[src/rtl/pixel_sched_pkg.sv]
// Shared types and default sizes for the pixel SRAM port-A phase scheduler.
package pixel_sched_pkg;

    localparam int unsigned DEF_ADDR_W     = 16;
    localparam int unsigned DEF_DATA_W     = 8;
    localparam int unsigned DEF_NUM_PIXELS = 65536;
    localparam int unsigned DEF_STARVE_MAX = 4;

    typedef enum logic [1:0] {
        PH_LOAD   = 2'd0,
        PH_WAIT   = 2'd1,
        PH_PROC   = 2'd2,
        PH_UNLOAD = 2'd3
    } phase_e;

    typedef enum logic [2:0] {
        OWN_NONE = 3'd0,
        OWN_RX   = 3'd1,
        OWN_ENG  = 3'd2,
        OWN_TX   = 3'd3,
        OWN_DBG  = 3'd4
    } mem_owner_e;

endpackage

[src/rtl/pixel_port_arb.sv]
// Port-A owner select: phase owner vs. debug reader with bounded starvation.
// Debug arbitration only exists when PIXEL_SCHED_DBG_EN is defined.
module pixel_port_arb
    import pixel_sched_pkg::*;
#(
    parameter int unsigned STARVE_MAX = DEF_STARVE_MAX
) (
    input  logic       clk,
    input  logic       rst,
    input  phase_e     phase,
    input  logic       rx_valid,
    input  logic       eng_req,
    input  logic       tx_rd_req,
    input  logic       dbg_req,
    output mem_owner_e owner
);

`ifdef PIXEL_SCHED_DBG_EN
    localparam int unsigned CNT_W = $clog2(STARVE_MAX + 1);

    logic [CNT_W-1:0] starve_cnt;
    logic             forced;

    assign forced = dbg_req && (starve_cnt == CNT_W'(STARVE_MAX));

    // rx writes are real-time, so a forced debug grant waits for an idle rx cycle
    always_comb begin
        owner = OWN_NONE;
        if (!rst) begin
            case (phase)
                PH_LOAD: begin
                    if (rx_valid)     owner = OWN_RX;
                    else if (dbg_req) owner = OWN_DBG;
                end
                PH_PROC: begin
                    if (forced)       owner = OWN_DBG;
                    else if (eng_req) owner = OWN_ENG;
                    else if (dbg_req) owner = OWN_DBG;
                end
                PH_UNLOAD: begin
                    if (forced)         owner = OWN_DBG;
                    else if (tx_rd_req) owner = OWN_TX;
                    else if (dbg_req)   owner = OWN_DBG;
                end
                default: begin
                    if (dbg_req) owner = OWN_DBG;
                end
            endcase
        end
    end

    always_ff @(posedge clk) begin
        if (rst) begin
            starve_cnt <= '0;
        end else if (!dbg_req || owner == OWN_DBG) begin
            starve_cnt <= '0;
        end else if (starve_cnt != CNT_W'(STARVE_MAX)) begin
            starve_cnt <= starve_cnt + CNT_W'(1);
        end
    end
`else
    logic unused_dbg;
    assign unused_dbg = ^{clk, dbg_req};

    always_comb begin
        owner = OWN_NONE;
        if (!rst) begin
            case (phase)
                PH_LOAD:   if (rx_valid)  owner = OWN_RX;
                PH_PROC:   if (eng_req)   owner = OWN_ENG;
                PH_UNLOAD: if (tx_rd_req) owner = OWN_TX;
                default:   owner = OWN_NONE;
            endcase
        end
    end
`endif

endmodule

[src/rtl/pixel_mem_sched.sv]
// Frame phase scheduler (LOAD/WAIT/PROCESS/UNLOAD) and port-A mux for mem_block.
// Define PIXEL_SCHED_DBG_EN to enable the starvation-bounded debug read port.
module pixel_mem_sched
    import pixel_sched_pkg::*;
#(
    parameter int unsigned ADDR_W     = DEF_ADDR_W,
    parameter int unsigned DATA_W     = DEF_DATA_W,
    parameter int unsigned NUM_PIXELS = DEF_NUM_PIXELS,
    parameter int unsigned STARVE_MAX = DEF_STARVE_MAX
) (
    input  logic              MAX10_CLK1_50,
    input  logic              rst,
    input  logic              rx_valid,
    input  logic [DATA_W-1:0] rx_data,
    input  logic              tx_req,
    output logic              tx_valid,
    output logic [DATA_W-1:0] tx_data,
    input  logic              dith_start,
    input  logic              eng_req,
    input  logic              eng_we,
    input  logic [ADDR_W-1:0] eng_addr,
    input  logic [DATA_W-1:0] eng_wdata,
    output logic              eng_gnt,
    output logic              eng_rvalid,
    output logic [DATA_W-1:0] eng_rdata,
    input  logic              eng_done,
    input  logic              dbg_req,
    input  logic [ADDR_W-1:0] dbg_addr,
    output logic              dbg_gnt,
    output logic              dbg_rvalid,
    output logic [DATA_W-1:0] dbg_rdata,
    output logic [ADDR_W-1:0] mem_addr,
    output logic [DATA_W-1:0] mem_wdata,
    output logic              mem_we,
    output logic              mem_re,
    input  logic [DATA_W-1:0] mem_rdata,
    output logic [1:0]        phase,
    output logic [7:0]        overrun_cnt
);

    localparam logic [ADDR_W-1:0] LAST_ADDR = ADDR_W'(NUM_PIXELS - 1);

    phase_e            phase_q;
    phase_e            phase_d;
    mem_owner_e        owner;
    mem_owner_e        rd_owner;
    logic [ADDR_W-1:0] load_ptr;
    logic [ADDR_W-1:0] unload_ptr;
    logic              tx_pend;
    logic              consume_c;
    logic              tx_rd_req_c;
    logic [ADDR_W-1:0] tx_rd_addr_c;

    assign phase = phase_q;

    // A consume issues the next read in the same cycle; a lost grant leaves it pending
    assign consume_c    = (phase_q == PH_UNLOAD) && tx_valid && tx_req;
    assign tx_rd_req_c  = (phase_q == PH_UNLOAD) &&
                          (tx_pend || (consume_c && unload_ptr != LAST_ADDR));
    assign tx_rd_addr_c = consume_c ? unload_ptr + ADDR_W'(1) : unload_ptr;

    pixel_port_arb #(
        .STARVE_MAX (STARVE_MAX)
    ) u_arb (
        .clk       (MAX10_CLK1_50),
        .rst       (rst),
        .phase     (phase_q),
        .rx_valid  (rx_valid),
        .eng_req   (eng_req),
        .tx_rd_req (tx_rd_req_c),
        .dbg_req   (dbg_req),
        .owner     (owner)
    );

    always_comb begin
        phase_d = phase_q;
        case (phase_q)
            PH_LOAD:   if (rx_valid && load_ptr == LAST_ADDR)    phase_d = PH_WAIT;
            PH_WAIT:   if (dith_start)                           phase_d = PH_PROC;
            PH_PROC:   if (eng_done)                             phase_d = PH_UNLOAD;
            PH_UNLOAD: if (consume_c && unload_ptr == LAST_ADDR) phase_d = PH_LOAD;
            default:   phase_d = PH_LOAD;
        endcase
    end

    always_comb begin
        mem_addr  = '0;
        mem_wdata = '0;
        mem_we    = 1'b0;
        mem_re    = 1'b0;
        eng_gnt   = 1'b0;
        dbg_gnt   = 1'b0;
        case (owner)
            OWN_RX: begin
                mem_addr  = load_ptr;
                mem_wdata = rx_data;
                mem_we    = 1'b1;
            end
            OWN_ENG: begin
                mem_addr  = eng_addr;
                mem_wdata = eng_wdata;
                mem_we    = eng_we;
                mem_re    = !eng_we;
                eng_gnt   = 1'b1;
            end
            OWN_TX: begin
                mem_addr = tx_rd_addr_c;
                mem_re   = 1'b1;
            end
`ifdef PIXEL_SCHED_DBG_EN
            OWN_DBG: begin
                mem_addr = dbg_addr;
                mem_re   = 1'b1;
                dbg_gnt  = 1'b1;
            end
`endif
            default: ;
        endcase
    end

    always_ff @(posedge MAX10_CLK1_50) begin
        if (rst) begin
            phase_q     <= PH_LOAD;
            rd_owner    <= OWN_NONE;
            load_ptr    <= '0;
            unload_ptr  <= '0;
            tx_pend     <= 1'b0;
            tx_valid    <= 1'b0;
            tx_data     <= '0;
            overrun_cnt <= '0;
        end else begin
            phase_q  <= phase_d;
            rd_owner <= mem_re ? owner : OWN_NONE;

            if (owner == OWN_RX) begin
                load_ptr <= (load_ptr == LAST_ADDR) ? '0 : load_ptr + ADDR_W'(1);
            end

            if (rx_valid && phase_q != PH_LOAD && overrun_cnt != 8'hFF) begin
                overrun_cnt <= overrun_cnt + 8'd1;
            end

            if (phase_q == PH_PROC && eng_done) begin
                tx_pend    <= 1'b1;
                unload_ptr <= '0;
            end else begin
                tx_pend <= tx_rd_req_c && (owner != OWN_TX);
            end

            if (consume_c) begin
                tx_valid   <= 1'b0;
                unload_ptr <= (unload_ptr == LAST_ADDR) ? '0 : unload_ptr + ADDR_W'(1);
            end else if (rd_owner == OWN_TX) begin
                tx_valid <= 1'b1;
                tx_data  <= mem_rdata;
            end
        end
    end

    // Read data is only presented in the cycle it returns from the SRAM
    assign eng_rvalid = (rd_owner == OWN_ENG);
    assign eng_rdata  = eng_rvalid ? mem_rdata : '0;

`ifdef PIXEL_SCHED_DBG_EN
    assign dbg_rvalid = (rd_owner == OWN_DBG);
    assign dbg_rdata  = dbg_rvalid ? mem_rdata : '0;
`else
    logic unused_dbg_addr;
    assign unused_dbg_addr = ^dbg_addr;
    assign dbg_rvalid      = 1'b0;
    assign dbg_rdata       = '0;
`endif

endmodule

[config.mk]
export PLATFORM = sky130hd
export DESIGN_NAME = pixel_mem_sched
export DESIGN_NICKNAME = d
export VERILOG_FILES = /design/src/rtl/pixel_sched_pkg.sv /design/src/rtl/pixel_port_arb.sv /design/src/rtl/pixel_mem_sched.sv
export SDC_FILE = /design/constraint.sdc
export NUM_CORES = 1
export LEC_CHECK = 0
export ABC_AREA = 1
export CAP_MARGIN = 20
export CORE_ASPECT_RATIO = 0.9
export CORE_MARGIN = 3
export CORE_UTILIZATION = 40
export DETAILED_ROUTE_END_ITERATION = 10
export PLACE_DENSITY = 0.76
export SYNTH_ARGS = -nofsm -noshare
export SYNTH_HDL_FRONTEND = slang
export SYNTH_HIERARCHICAL = 1
export SYNTH_SLANG_ARGS = --single-unit
export TNS_END_PERCENT = 1
[constraint.sdc]
create_clock -name MAX10_CLK1_50 -period 4.4 [get_ports MAX10_CLK1_50]
set_input_delay 0.88 -clock MAX10_CLK1_50 [delete_from_list [all_inputs] [get_ports MAX10_CLK1_50]]
set_output_delay 0.88 -clock MAX10_CLK1_50 [all_outputs]
set_load 0.005 [all_outputs]
==> results.toml <==
[worst_setup_path]
reg2reg_slack_ns = 1.77
arrival_ns = 3.59
reg2reg_depth = 18
timing.rr.start = "phase[0]"
reg2reg_to = "tx_pend"
critical_path_class = "primary input to output port"
cp_max_fo = 5
critPathCaptureType = "output port"
cp.required_ns = 3.52
start_kind = "primary input"

[drt]
drt_wl_total_mm = 10.2
via_count = 3846
drtIter0Drc = 214
remaining_drc_errors = 0
viasPerCell = 4.88
drtPass1Iterations = 5
antenna_left = 0
wl_per_cell_um = 13.0

[layout]
layout_common_cells = "nand2_1 (135), clkdlybuf4s50_1 (93), inv_1 (70), dfxtp_1 (55), nor2_1 (49)"
nets = 740
fin_util_pct = 56.8
drive_gt1_share_pct = 11.5
final_cells = 788
area_delta_synth_final_pct = 36.0
diodes = 0
final_common_cell = "nand2_1"

[floorplanning]
die-area_mm2 = 0.0103
num_io_pins = 130
start_util_pct = 41.7
core.rowCount = 32
core_mm2 = 0.00873
fp.dieW_um = 107
die_y_um = 96.5

[pwr]
clock_power_share_pct = 24.8
p_leak_uw = 0.00209
p_sw_share_pct = 31.7
p_per_area_mw_per_mm2 = 230
peakVddDrop_uv = 190
internal-power_uw = 779
p_comb_share_pct = 28.1
seqPwrFrac_pct = 47.1
power.total_uw = 1140
power.switching_uw = 361

[global_routing]
grt_pass1_vias = 3494
grt_max_degree = 33
grt_usage_pct = 19.5
antenna_found_initial = 0
grt_pass1_wl_mm = 16.4
grt_overflow_total = 0

[placed_design]
portBuffers = 102
gp_congestion = 0.835
hpwlAfterDp_mm = 7.85
dp_cells = 775
dp_worst_setup_slack_ns = -0.172

[sta]
setup_violations = 4
period_share_pct = 101
fin_crit_ns = 4.47
setup_ws_ns = -0.0652
tightest_slew_ns = 0.535
fin_worst_skew_ns = 0.0121
slew_violations = 0
fmax_mhz = 224
slew_headroom_pct = 64.3
hold_viol = 0
fin_tns_setup_ns = -0.162
rsz0062_at_grt = "true"

[clocking]
cts_tree = "built"
ctsRootBufferMaster = "clkbuf_8"
cts_sinks = 55
cts_max_level = 2
cts_buffer_depth = 2
clk_latency_ns = 0.31
cts_buffers = 5
clkTransAtPathRegs_ns = 0.09

[logic_synthesis]
yosys_register_bits = 55
syn_avg_cell_area_um2 = 6.60
synth_flop_cell = "dfxtp_1"
synth_top_area_cell = "dfxtp_1"
synth_edf_count = 0
syn-instance-count = 552
netlist_area_mm2 = 0.00364
synth-seq-area-share_pct = 30.2
netlist_top_cells_area = "dfxtp_1 (30%), nand2_1 (14%), inv_1 (7.4%)"
synth_top_area_share_pct = 30.2
yosys_warnings = 6
synth_cell_types = 37
async_flop_share_pct = 0

[worst_hold_path]
min_to = "unload_ptr[11]"
hold_start = "unload_ptr[11]"
hold_depth = 2
min_path_type = "flop to flop"

[status]
violations = "negative setup slack"
status = "finished with violations"

[run]
maxCapViolCount = 0
how the worst max path moves through the flow:
stage	startpoint	to	slack, ns	depth (start not counted)
after floorplan	tx_req	mem_addr[7]	0.83	17
after global placement	tx_req	mem_addr[4]	-0.12	17
after detailed placement	tx_req	mem_addr[3]	-0.17	17
after CTS	tx_req	mem_addr[2]	-0.07	19
after global routing	tx_req	mem_addr[15]	-0.27	18
final	tx_req	mem_addr[8]	-0.07	18
logic make-up after synthesis:
| group | Yosys count | synth area share [%] |
|---|---|---|
| simple gates | 258 | 32.7 |
| buf+inv | 110 | 13.6 |
| compound gates | 100 | 16.0 |
| flops | 55 | 30.2 |
| xor+xnor | 20 | 4.81 |
| fa+ha+maj | 7 | 2.41 |
| other cells | 2 | 0.206 |
Yosys cell counts (2+ instances only):
master / count
a211oi_1: 3
a21oi_1: 48
a22o_1: 8
buf_2: 5
buf_4: 14
buf_6: 3
clkbuf_1: 5
conb_1: 2
dfxtp_1: 55
ha_1: 7
inv_1: 72
inv_2: 10
nand2_1: 135
nand2_2: 8
nand3_1: 27
nand3_2: 4
nand4_1: 7
nor2_1: 49
nor2_2: 6
nor2_4: 3
nor3_1: 9
nor3_2: 4
nor3_4: 2
o211ai_1: 5
o21ai_0: 25
o21ai_1: 4
o21bai_1: 3
o22ai_1: 2
xnor2_1: 4
xor2_1: 16
through the flow:
| stage | hold WS (ns) | cell area, µm² |
|---|---|---|
| floorplan | 0.458 | 3680 |
| global placement | 0.486 | 4820 |
| detailed placement | 0.494 | 4820 |
| CTS | 0.508 | 4940 |
| global route | 0.535 | 4950 |
| finish | 0.510 | 4950 |
area by class of cell:
class	count	area, µm²
clock inverter	2	12.5
timing repair buffer	126	1210
tap	119	149
fill	866	3770
clock buffer	6	72.6
sequential	55	1100
multi-input combinational	397	2090
inverter	83	318
worst max-delay path, stage by stage:
cell and delay, ns:
clkdlybuf4s50_1 0.49, and3_4 0.20, inv_4 0.04, a21oi_4 0.11, inv_2 0.05, nand2_2 0.06, nand2_1 0.07, a21oi_2 0.18
inv_1 0.05, nor2_1 0.11, inv_2 0.07, nor2_4 0.13, clkinvlp_4 0.13, buf_2 0.18, a21oi_1 0.11, o21ai_0 0.11
nand3b_1 0.10, clkdlybuf4s50_1 0.50
sequential cells by signal (all words and copies together), names as in the netlist:
signal       cells
tx_pend          1
tx_valid         1
unload_ptr      16
rd_owner         3
load_ptr        16
tx_data          8
phase            2
overrun_cnt      8
power groups by stage:
stage	combinational (µW)	clock (µW)	sequential, µW
final	320	283	537
after global routing	358	304	540
after CTS	318	287	536
after detailed placement	316	0	547
after global placement	303	0	547
after floorplan	181	0	544
metal layers:
metal,routed length (µm),part of all wire [%],vias up,GRT usage [%]
li1,-,-,1967,-
met1,4690,46,1697,25.5
met2,4410,43,166,32.2
met3,965,9.4,16,5.05
met4,171,1.7,0,5.32
met5,0,0,-,0
timing repair:
| action | 4_1_cts | 5_1_grt |
|---|---|---|
| setup buffers | 4 | 1 |
| resized for setup | 12 | 9 |
| endpoints found under the setup margin | 19 | 19 |
| pin swaps | 1 | 3 |
| hold buffers | 0 | 0 |
Power figures use the tool's default switching activity.
